**src/rtl/spi_arb_pkg.sv**
```systemverilog
// Shared state encoding, widths and power-up configuration table for the
// two-requester SPI transaction arbiter.
package spi_arb_pkg;

  localparam int unsigned DATA_W    = 16;
  localparam int unsigned CNT_W     = 16;
  localparam int unsigned CFG_N_DEF = 3;

  typedef enum logic [2:0] {
    PWR_WAIT = 3'd0,
    CFG_SND  = 3'd1,
    CFG_WAIT = 3'd2,
    IDLE     = 3'd3,
    XFER     = 3'd4
  } arb_state_e;

  // Power-up configuration words; indices past the table read as zero.
  function automatic logic [DATA_W-1:0] cfg_rom(input logic [7:0] idx);
    case (idx)
      8'd0:    return 16'h0D02;
      8'd1:    return 16'h1160;
      8'd2:    return 16'h1440;
      default: return '0;
    endcase
  endfunction

endpackage

```
**src/rtl/rr_arb2.sv**
```systemverilog
// Two-way round-robin grant: on contention the requester not served last wins.
module rr_arb2 (
  input  logic [1:0] req,
  input  logic       last_gnt,
  output logic [1:0] gnt
);

  always_comb begin
    gnt = 2'b00;
    case (req)
      2'b01:   gnt = 2'b01;
      2'b10:   gnt = 2'b10;
      2'b11:   gnt = last_gnt ? 2'b01 : 2'b10;
      default: gnt = 2'b00;
    endcase
  end

endmodule

```
**src/rtl/spi_txn_arb.sv**
```systemverilog
// Arbitrates two requesters onto one external SPI transaction engine after a
// power-up delay and a fixed configuration sequence.
module spi_txn_arb
  import spi_arb_pkg::*;
#(
  parameter int unsigned PWR_DLY = 65535,
  parameter int unsigned CFG_N   = CFG_N_DEF
) (
  input  logic              clk,
  input  logic              rst_n,
  input  logic              req0,
  input  logic              req1,
  input  logic [DATA_W-1:0] wdata0,
  input  logic [DATA_W-1:0] wdata1,
  output logic              done0,
  output logic              done1,
  output logic [DATA_W-1:0] rdata,
  output logic              snd,
  output logic [DATA_W-1:0] cmd,
  input  logic              spi_done,
  input  logic [DATA_W-1:0] spi_resp,
  output logic              cfg_done
);

  localparam int unsigned      IDX_W    = (CFG_N > 1) ? $clog2(CFG_N) : 1;
  localparam logic [IDX_W-1:0] IDX_LAST = IDX_W'(CFG_N - 1);
  localparam logic [CNT_W-1:0] PWR_LAST = CNT_W'(PWR_DLY - 1);

  arb_state_e        state_q, state_d;
  logic [CNT_W-1:0]  cnt_q, cnt_d;
  logic [IDX_W-1:0]  idx_q, idx_d, idx_inc;
  logic              last_gnt_q, last_gnt_d;
  logic              owner_q, owner_d;
  logic              sent_q, sent_d;
  logic              snd_d, done0_d, done1_d, cfg_done_d;
  logic [DATA_W-1:0] cmd_d, rdata_d;
  logic [1:0]        gnt;
  logic              grant_ok;

  rr_arb2 u_rr_arb2 (
    .req      ({req1, req0}),
    .last_gnt (last_gnt_q),
    .gnt      (gnt)
  );

  assign idx_inc  = IDX_W'(idx_q + 1'b1);
  // No new grant while a completion pulse is still on the wire.
  assign grant_ok = (|gnt) && !(done0 || done1);

  // State and registered outputs.
  always_ff @(posedge clk or negedge rst_n) begin
    if (!rst_n) begin
      state_q    <= PWR_WAIT;
      cnt_q      <= '0;
      idx_q      <= '0;
      last_gnt_q <= 1'b1;
      owner_q    <= 1'b0;
      sent_q     <= 1'b0;
      snd        <= 1'b0;
      done0      <= 1'b0;
      done1      <= 1'b0;
      cfg_done   <= 1'b0;
      cmd        <= '0;
      rdata      <= '0;
    end else begin
      state_q    <= state_d;
      cnt_q      <= cnt_d;
      idx_q      <= idx_d;
      last_gnt_q <= last_gnt_d;
      owner_q    <= owner_d;
      sent_q     <= sent_d;
      snd        <= snd_d;
      done0      <= done0_d;
      done1      <= done1_d;
      cfg_done   <= cfg_done_d;
      cmd        <= cmd_d;
      rdata      <= rdata_d;
    end
  end

  // Next-state and output decode; snd/cmd are launched on entry to CFG_SND.
  always_comb begin
    state_d    = state_q;
    cnt_d      = cnt_q;
    idx_d      = idx_q;
    last_gnt_d = last_gnt_q;
    owner_d    = owner_q;
    sent_d     = sent_q;
    snd_d      = 1'b0;
    done0_d    = 1'b0;
    done1_d    = 1'b0;
    cfg_done_d = cfg_done;
    cmd_d      = cmd;
    rdata_d    = rdata;

    case (state_q)
      PWR_WAIT: begin
        if (cnt_q == PWR_LAST) begin
          state_d = CFG_SND;
          snd_d   = 1'b1;
          cmd_d   = cfg_rom(8'(idx_q));
        end else begin
          cnt_d = cnt_q + CNT_W'(1);
        end
      end

      CFG_SND: begin
        state_d = CFG_WAIT;
      end

      CFG_WAIT: begin
        if (spi_done) begin
          if (idx_q == IDX_LAST) begin
            state_d    = IDLE;
            cfg_done_d = 1'b1;
          end else begin
            idx_d   = idx_inc;
            state_d = CFG_SND;
            snd_d   = 1'b1;
            cmd_d   = cfg_rom(8'(idx_inc));
          end
        end
      end

      IDLE: begin
        if (grant_ok) begin
          state_d    = XFER;
          owner_d    = gnt[1];
          last_gnt_d = gnt[1];
          sent_d     = 1'b0;
          cmd_d      = gnt[1] ? wdata1 : wdata0;
        end
      end

      XFER: begin
        // First XFER clock launches the engine; completion is owned regardless of req.
        if (!sent_q) begin
          snd_d  = 1'b1;
          sent_d = 1'b1;
        end else if (spi_done) begin
          rdata_d = spi_resp;
          done0_d = !owner_q;
          done1_d = owner_q;
          state_d = IDLE;
        end
      end

      default: begin
        state_d = PWR_WAIT;
      end
    endcase
  end

  a_done_excl: assert property (@(posedge clk) disable iff (!rst_n) !(done0 && done1));
  a_snd_pulse: assert property (@(posedge clk) disable iff (!rst_n) snd |=> !snd);
  a_cfg_hold:  assert property (@(posedge clk) disable iff (!rst_n) cfg_done |=> cfg_done);

endmodule

```
**config.mk**
```make
export PLATFORM = sky130hd
export DESIGN_NAME = spi_txn_arb
export DESIGN_NICKNAME = d
export VERILOG_FILES = /design/src/rtl/spi_arb_pkg.sv /design/src/rtl/rr_arb2.sv /design/src/rtl/spi_txn_arb.sv
export SDC_FILE = /design/constraint.sdc
export NUM_CORES = 1
export LEC_CHECK = 0
export CAP_MARGIN = 20
export CORE_MARGIN = 2
export CORE_UTILIZATION = 51
export CTS_CLUSTER_SIZE = 24
export DETAILED_ROUTE_END_ITERATION = 12
export GPL_TIMING_DRIVEN = 0
export MAX_ROUTING_LAYER = met4
export PLACE_DENSITY = 0.9
export SYNTH_ARGS = -nofsm -noshare
export SYNTH_HDL_FRONTEND = slang
export SYNTH_SLANG_ARGS = --single-unit
```
**constraint.sdc**
```tcl
create_clock -name clk -period 3.2 [get_ports clk]
set_input_delay 0.64 -clock clk [delete_from_list [all_inputs] [get_ports clk]]
set_output_delay 0.64 -clock clk [all_outputs]
set_load 0.02 [all_outputs]
```
# Word level (Yosys, flattened, before mapping)

Index checks and enable logic that the tools add are counted.

Register bits after elaboration: 60
Output and inout port bits: 36
Logic and storage cells: 82

Add/sub/neg operators: 2
Eq/ne operators: 18
Mux-type cells: 30
Bitwise logic cells: 2
Reduce and logical (&&, ||, !) cells: 18

Operators by type and width:

| operator                                                         | count |
|---|---|
| 16-bit two-way mux                                               | 5 |
| 13-bit case mux with 3 select lines                              | 2 |
| 16-bit case mux with 3 select lines                              | 1 |
| 16-bit by 1-bit adder with 16-bit output (second input constant) | 1 |
| 16-bit == test (second input constant)                           | 1 |
| 3-bit two-way mux                                                | 5 |
| 3-bit case mux with 5 select lines                               | 1 |
| 2-bit inequality test (second input constant)                    | 6 |
| 1-bit two-way mux                                                | 11 |
| 5-bit AND reduction                                              | 2 |
| 3-bit AND reduction                                              | 3 |
| 2-bit == test (second input constant)                            | 4 |
| 2-bit by 1-bit == test with 1-bit output (second input constant) | 3 |
| 3-bit by 2-bit == test with 1-bit output (second input constant) | 2 |
| 2-bit case mux with 3 select lines                               | 1 |
| 2-bit AND reduction                                              | 3 |
| 2-bit zero test                                                  | 2 |
| 2-bit two-way mux                                                | 2 |
| 3-bit by 1-bit == test with 1-bit output (second input constant) | 1 |
| 3-bit == test (second input constant)                            | 1 |
| 3-bit zero test                                                  | 1 |
| 1-bit case mux with 3 select lines                               | 1 |
| 3-bit nonzero test                                               | 1 |
| 2-bit by 1-bit adder with 2-bit output (second input constant)   | 1 |
| 7 further kinds                                                  | 9 |

# Longest topological paths before layout

Word-level depth: 6
Gate-level depth with buffers: 8
Gate-level depth less buffers: 7

# Cells and area by module

A second synthesis with hierarchy kept.

Cell total of the unflattened synthesis: 262
Area, all modules: 3099.2 um^2

Modules (own cells, without submodules):

| module      | times used | cells each | area an instance (um^2) | seq. area each (um^2) |
|---|---|---|---|---|
| spi_txn_arb | 1          | 259        | 3080.5                  | 1502.7 |
| rr_arb2     | 1          | 3          | 18.8                    | 0.0 |

# Worst setup path after synthesis

No wires, ideal clock.

Path kind: register to register
Start point: register idx_q[0]
End point: register cmd[10]
Arrival: 1.851 ns
Setup slack: 1.224 ns
Stages on the path, launching flop included: 8
Buffers on the path: 1
Path through: dfrtp_1 > inv_1 > ha_1 > nor2b_1 > nor2_1 > nor4_4 > buf_6 > mux2_4

Longest elaborated chain between the ends: 6
Elaborated cells between the ends (all ways): 15
Those cells by class: add/sub: 1; eq/ne: 5; mux: 6; reduce/logical: 3

Ends and longest elaborated chain:

| what                                        | line               | text |
|---|---|---|
| from (decl)                                 | spi_txn_arb.sv:31  | `logic [IDX_W-1:0] idx_q, idx_d, idx_inc;` |
| from (signal assigned)                      | spi_txn_arb.sv:68  | `idx_q <= idx_d;` |
| 2-bit by 1-bit adder with 2-bit output *    | spi_txn_arb.sv:46  | `assign idx_inc = IDX_W'(idx_q + 1'b1);` |
| net idx_inc[0]                              | spi_txn_arb.sv:31  |  |
| 2-bit == test, or another cell as far along | spi_arb_pkg.sv:19  | `case (idx)` |
| 13-bit case mux with 3 select lines *       | spi_arb_pkg.sv:19  |  |
| 16-bit two-way mux *                        | spi_txn_arb.sv:113 | `if (idx_q == IDX_LAST) begin` |
| 16-bit two-way mux *                        | spi_txn_arb.sv:112 | `if (spi_done) begin` |
| 16-bit case mux with 3 select lines *       | spi_txn_arb.sv:96  | `case (state_q)` |
| to (signal assigned)                        | spi_txn_arb.sv:76  | `cmd <= cmd_d;` |
| to (decl)                                   | spi_txn_arb.sv:19  | `output logic [DATA_W-1:0] cmd,` |

Mark *: on every way through the listed nets, which the timed path passes. The rest lies on a longest branch. The select of a mux whose other input is x is not followed.
A chain may end at the register's enable or synchronous reset.

# Worst setup path in the final report

Start point: input port req1
End point: register cmd[11]

Longest elaborated chain between the ends: 6
Elaborated cells between the ends (all ways): 11
Those cells by class: eq/ne: 4; mux: 4; reduce/logical: 3

Ends and longest elaborated chain:

| what                                                                             | line              | text |
|---|---|---|
| from (decl)                                                                      | spi_txn_arb.sv:12 | `input logic req1,` |
| 2-bit == test / 2-bit by 1-bit == test with 1-bit output (equally long branches) | rr_arb2.sv:10     | `case (req)` |
| 2-bit case mux with 3 select lines *                                             | rr_arb2.sv:10     |  |
| 2-bit OR reduction                                                               | spi_txn_arb.sv:48 | `assign grant_ok = (\|gnt) && !(done0 \|\| done1);` |
| 1-bit logical AND                                                                | spi_txn_arb.sv:48 |  |
| 2-bit inequality test (no source line)                                           | n/a               |  |
| 5-bit AND reduction (no source line)                                             | n/a               |  |

Mark *: on every way between the ends. The rest lies on a longest branch, timed or not. The select of a mux whose other input is x is not followed.

==> flow_summary.ini <==
[synth]
async_reset_ff_share_pct = 100
ys.flop_type = dfrtp_1
syn_area_per_cell_um2 = 11.2
synth.top_cells.by_count = dfrtp_1 (59), nand2_1 (31), mux2_2 (25)
yosys_warnings = 0
synth_nets = 330
synth_area_leaders = dfrtp_1 (49%), mux2_2 (9.4%), mux2_4 (4.5%)
syn_inst = 268
synth-seq-cells = 60
synth_top_area_share_pct = 49.4
synth_edf_count = 0
synth_top_area_cell = dfrtp_1
synth.cell_area_um2 = 2990
yosysSeqAreaShare_pct = 50.3
yosysUniqueCellTypes = 43
synth_most_common_cell = dfrtp_1

[sta]
final-hold-violation-count = 0
drv_slew = 0
rsz0062_at_grt = false
fmax_ghz = 0.414
tightest_slew_ns = 0.580
finalClockSkew_ns = 0.00515
hold_ws_ns = 0.250
period_share_pct = 75.5
relSlewSlack_pct = 61.1
fin_setup_tns_ns = 0
final.min_clock_period_ns = 2.42
setup_viol = 0

[route]
wl_per_cell_um = 16.1
via_per_inst = 5.32
first_pass_iters = 4
ant_nets = 0
drt_iter0_drc = 150
drc = 0
drt-total-wl_mm = 7.16
vias = 2368

[global_routing]
grt_first_pass_wirelength_mm = 11.6
grt_usage_pct = 24.5
grt_max_degree = 42
first_global_vias = 2459
grt_overflow = 0
antenna_found_initial = 0

[power]
swShare_pct = 37.2
finalPower_mw = 4.03
p_seq_share_pct = 31.4
clock_power_share_pct = 19.8
comb_power_share_pct = 48.9
netSwitchingPower_mw = 1.50
p_per_area_nw_per_um2 = 957
leakage_nw = 1.87
ir_drop_mv = 0.657
internal_power_mw = 2.53

[floorplanning]
die_h_um = 80.6
core_um2 = 5570
start_util_pct = 53.6
dieArea_um2 = 6490
ios = 89
die_width_um = 80.6
rows = 27

[clock_tree]
cts_tree = built
clkSlewWorstSetupHoldPaths_ns = 0.07
insertion_delay_ns = 0.34
root_buffer = clkbuf_8
clock_sinks = 60
clockBufferDepth = 2
numCtsBuffers = 9
cts_hold_repair.buffers = 0
htree_levels = 3
post_cts_resized = 0
post-cts-setup-buffers = 0

[critical_path]
path_buf_inv = 2
cp-end-kind = register
critical_path_required_ns = 3.42
start_kind = input pin
arrival_ns = 2.64
cp_cell_sequence = clkdlybuf4s50_1, o21a_1, a21oi_1, nor4_4, buf_6, mux2_4
cpPeakStageDelay_ns = 0.59
cp_max_fo = 10
worst_path_max_delay_cell = nor4_4
criticalPathCategory = in2reg
critPathTopFamily = buffers and inverters

[placed_design]
routabilityCongestion = 0.809
hpwlAfterDp_mm = 5.12
numPortBuffers = 88

[finish]
diodes = 0
fin_util_pct = 75.6
final_layout_size_suffix_gt1_share_pct = 18.0
fin_nets = 430
syn2layout_area_growth_pct = 40.8

[status]
status = finished, final reports clean

[hold_path]
hp-class = in2async

[run]
max_cap_violations = 0
registers in the layout, summed over array words and instances (netlist names):
register	count
last_gnt_q	1
sent_q	1
state_q	3
cfg_done	1
done0	1
cnt_q	16
snd	1
owner_q	1
rdata	16
done1	1
cmd	16
idx_q	2
per-stage QoR:
stage	instance area (um^2)	worst slack, ns	std cells
2_1_floorplan	2990	1.22	268
3_3_place_gp	3960	-0.406	428
3_5_place_dp	3980	0.437	429
4_1_cts	4210	0.805	445
5_1_grt	4210	0.695	445
6_report	4210	0.784	445
cell families (layout without fill, tap and decap cells):
| kind of cell | count (synthesis) | count (layout) | share of synthesized area (%) |
|---|---|---|---|
| DFF | 60 | 60 | 50.3 |
| AOI/OAI and AO/OA | 43 | 43 | 8.79 |
| adders and majority gates | 9 | 9 | 3.77 |
| buffers and inverters | 18 | 123 | 2.64 |
| and+or+nand+nor | 81 | 81 | 13.6 |
| muxes | 41 | 41 | 16.3 |
| xor gates and xnor gates | 16 | 16 | 4.69 |
placed cells by master, fill, tap and decap left out, types with 3 or more instances in the layout:
master,n
clkdlybuf4s50_1,87
dfrtp_1,59
nand2_1,31
mux2_2,25
a21oi_1,16
nor2_1,15
xnor2_1,13
o21ai_0,12
clkbuf_8,11
mux2_4,9
ha_1,9
inv_1,7
clkbuf_1,7
nand4_1,7
nand3_1,7
mux2i_1,7
buf_2,4
nor2b_1,4
and3_1,4
xor2_1,3
routing by layer:
| layer | vias up | global-route usage (%) | part of all wire, % |
|---|---|---|---|
| met2 | 67 | 39.1 | 51 |
| met1 | 1153 | 29.9 | 43 |
| li1 | 1136 | - | - |
| met5 | - | - | 0 |
| met3 | 12 | 6.18 | 4.0 |
| met4 | 0 | 9.83 | 2.0 |
final cells by class:
cell class | instances | area, um^2
clock inverter | 5 | 83.8
clock buffer | 11 | 151
inverter | 7 | 26.3
multi-input combinational | 190 | 1410
buffer | 11 | 52.6
tap | 72 | 90.1
fill | 358 | 1360
sequential | 60 | 1500
timing repair buffer | 89 | 896
worst reg2reg max path: stages, from the launching register on:
cell and delay [ns]:
dfrtp_1 0.52, inv_1 0.15, ha_1 0.28, nor2b_1 0.16, nor2_1 0.10, nor4_4 0.44, buf_6 0.27, mux2_4 0.33
path summary, 6_finish.rpt:
check / startpoint / slack (ns) / depth (start not counted) / endpoint
min reg2reg: owner_q$_DFFE_PN0P_ / 0.47 / 1 / done0$_DFF_PN0_
max: req1 / 0.78 / 6 / cmd[11]$_DFFE_PN0P_
min in group clk: owner_q$_DFFE_PN0P_ / 0.47 / 1 / done0$_DFF_PN0_
max reg2reg: idx_q[0]$_DFFE_PN0P_ / 0.83 / 7 / cmd[11]$_DFFE_PN0P_
min: rst_n / 0.25 / 1 / cnt_q[0]$_DFFE_PN0P_
max in group asynchronous: rst_n / 2.32 / 2 / last_gnt_q$_DFFE_PN1P_
power groups by stage:
stage	Sequential [mW]	Combinational, mW	Clock (mW)
after floorplan	1.48	1.00	0
after global placement	1.24	1.89	0
after detailed placement	1.27	1.96	0
after CTS	1.26	1.97	0.807
after global routing	1.30	2.12	0.835
final	1.26	1.97	0.796
No activity file was read; power rests on OpenSTA's default activity.
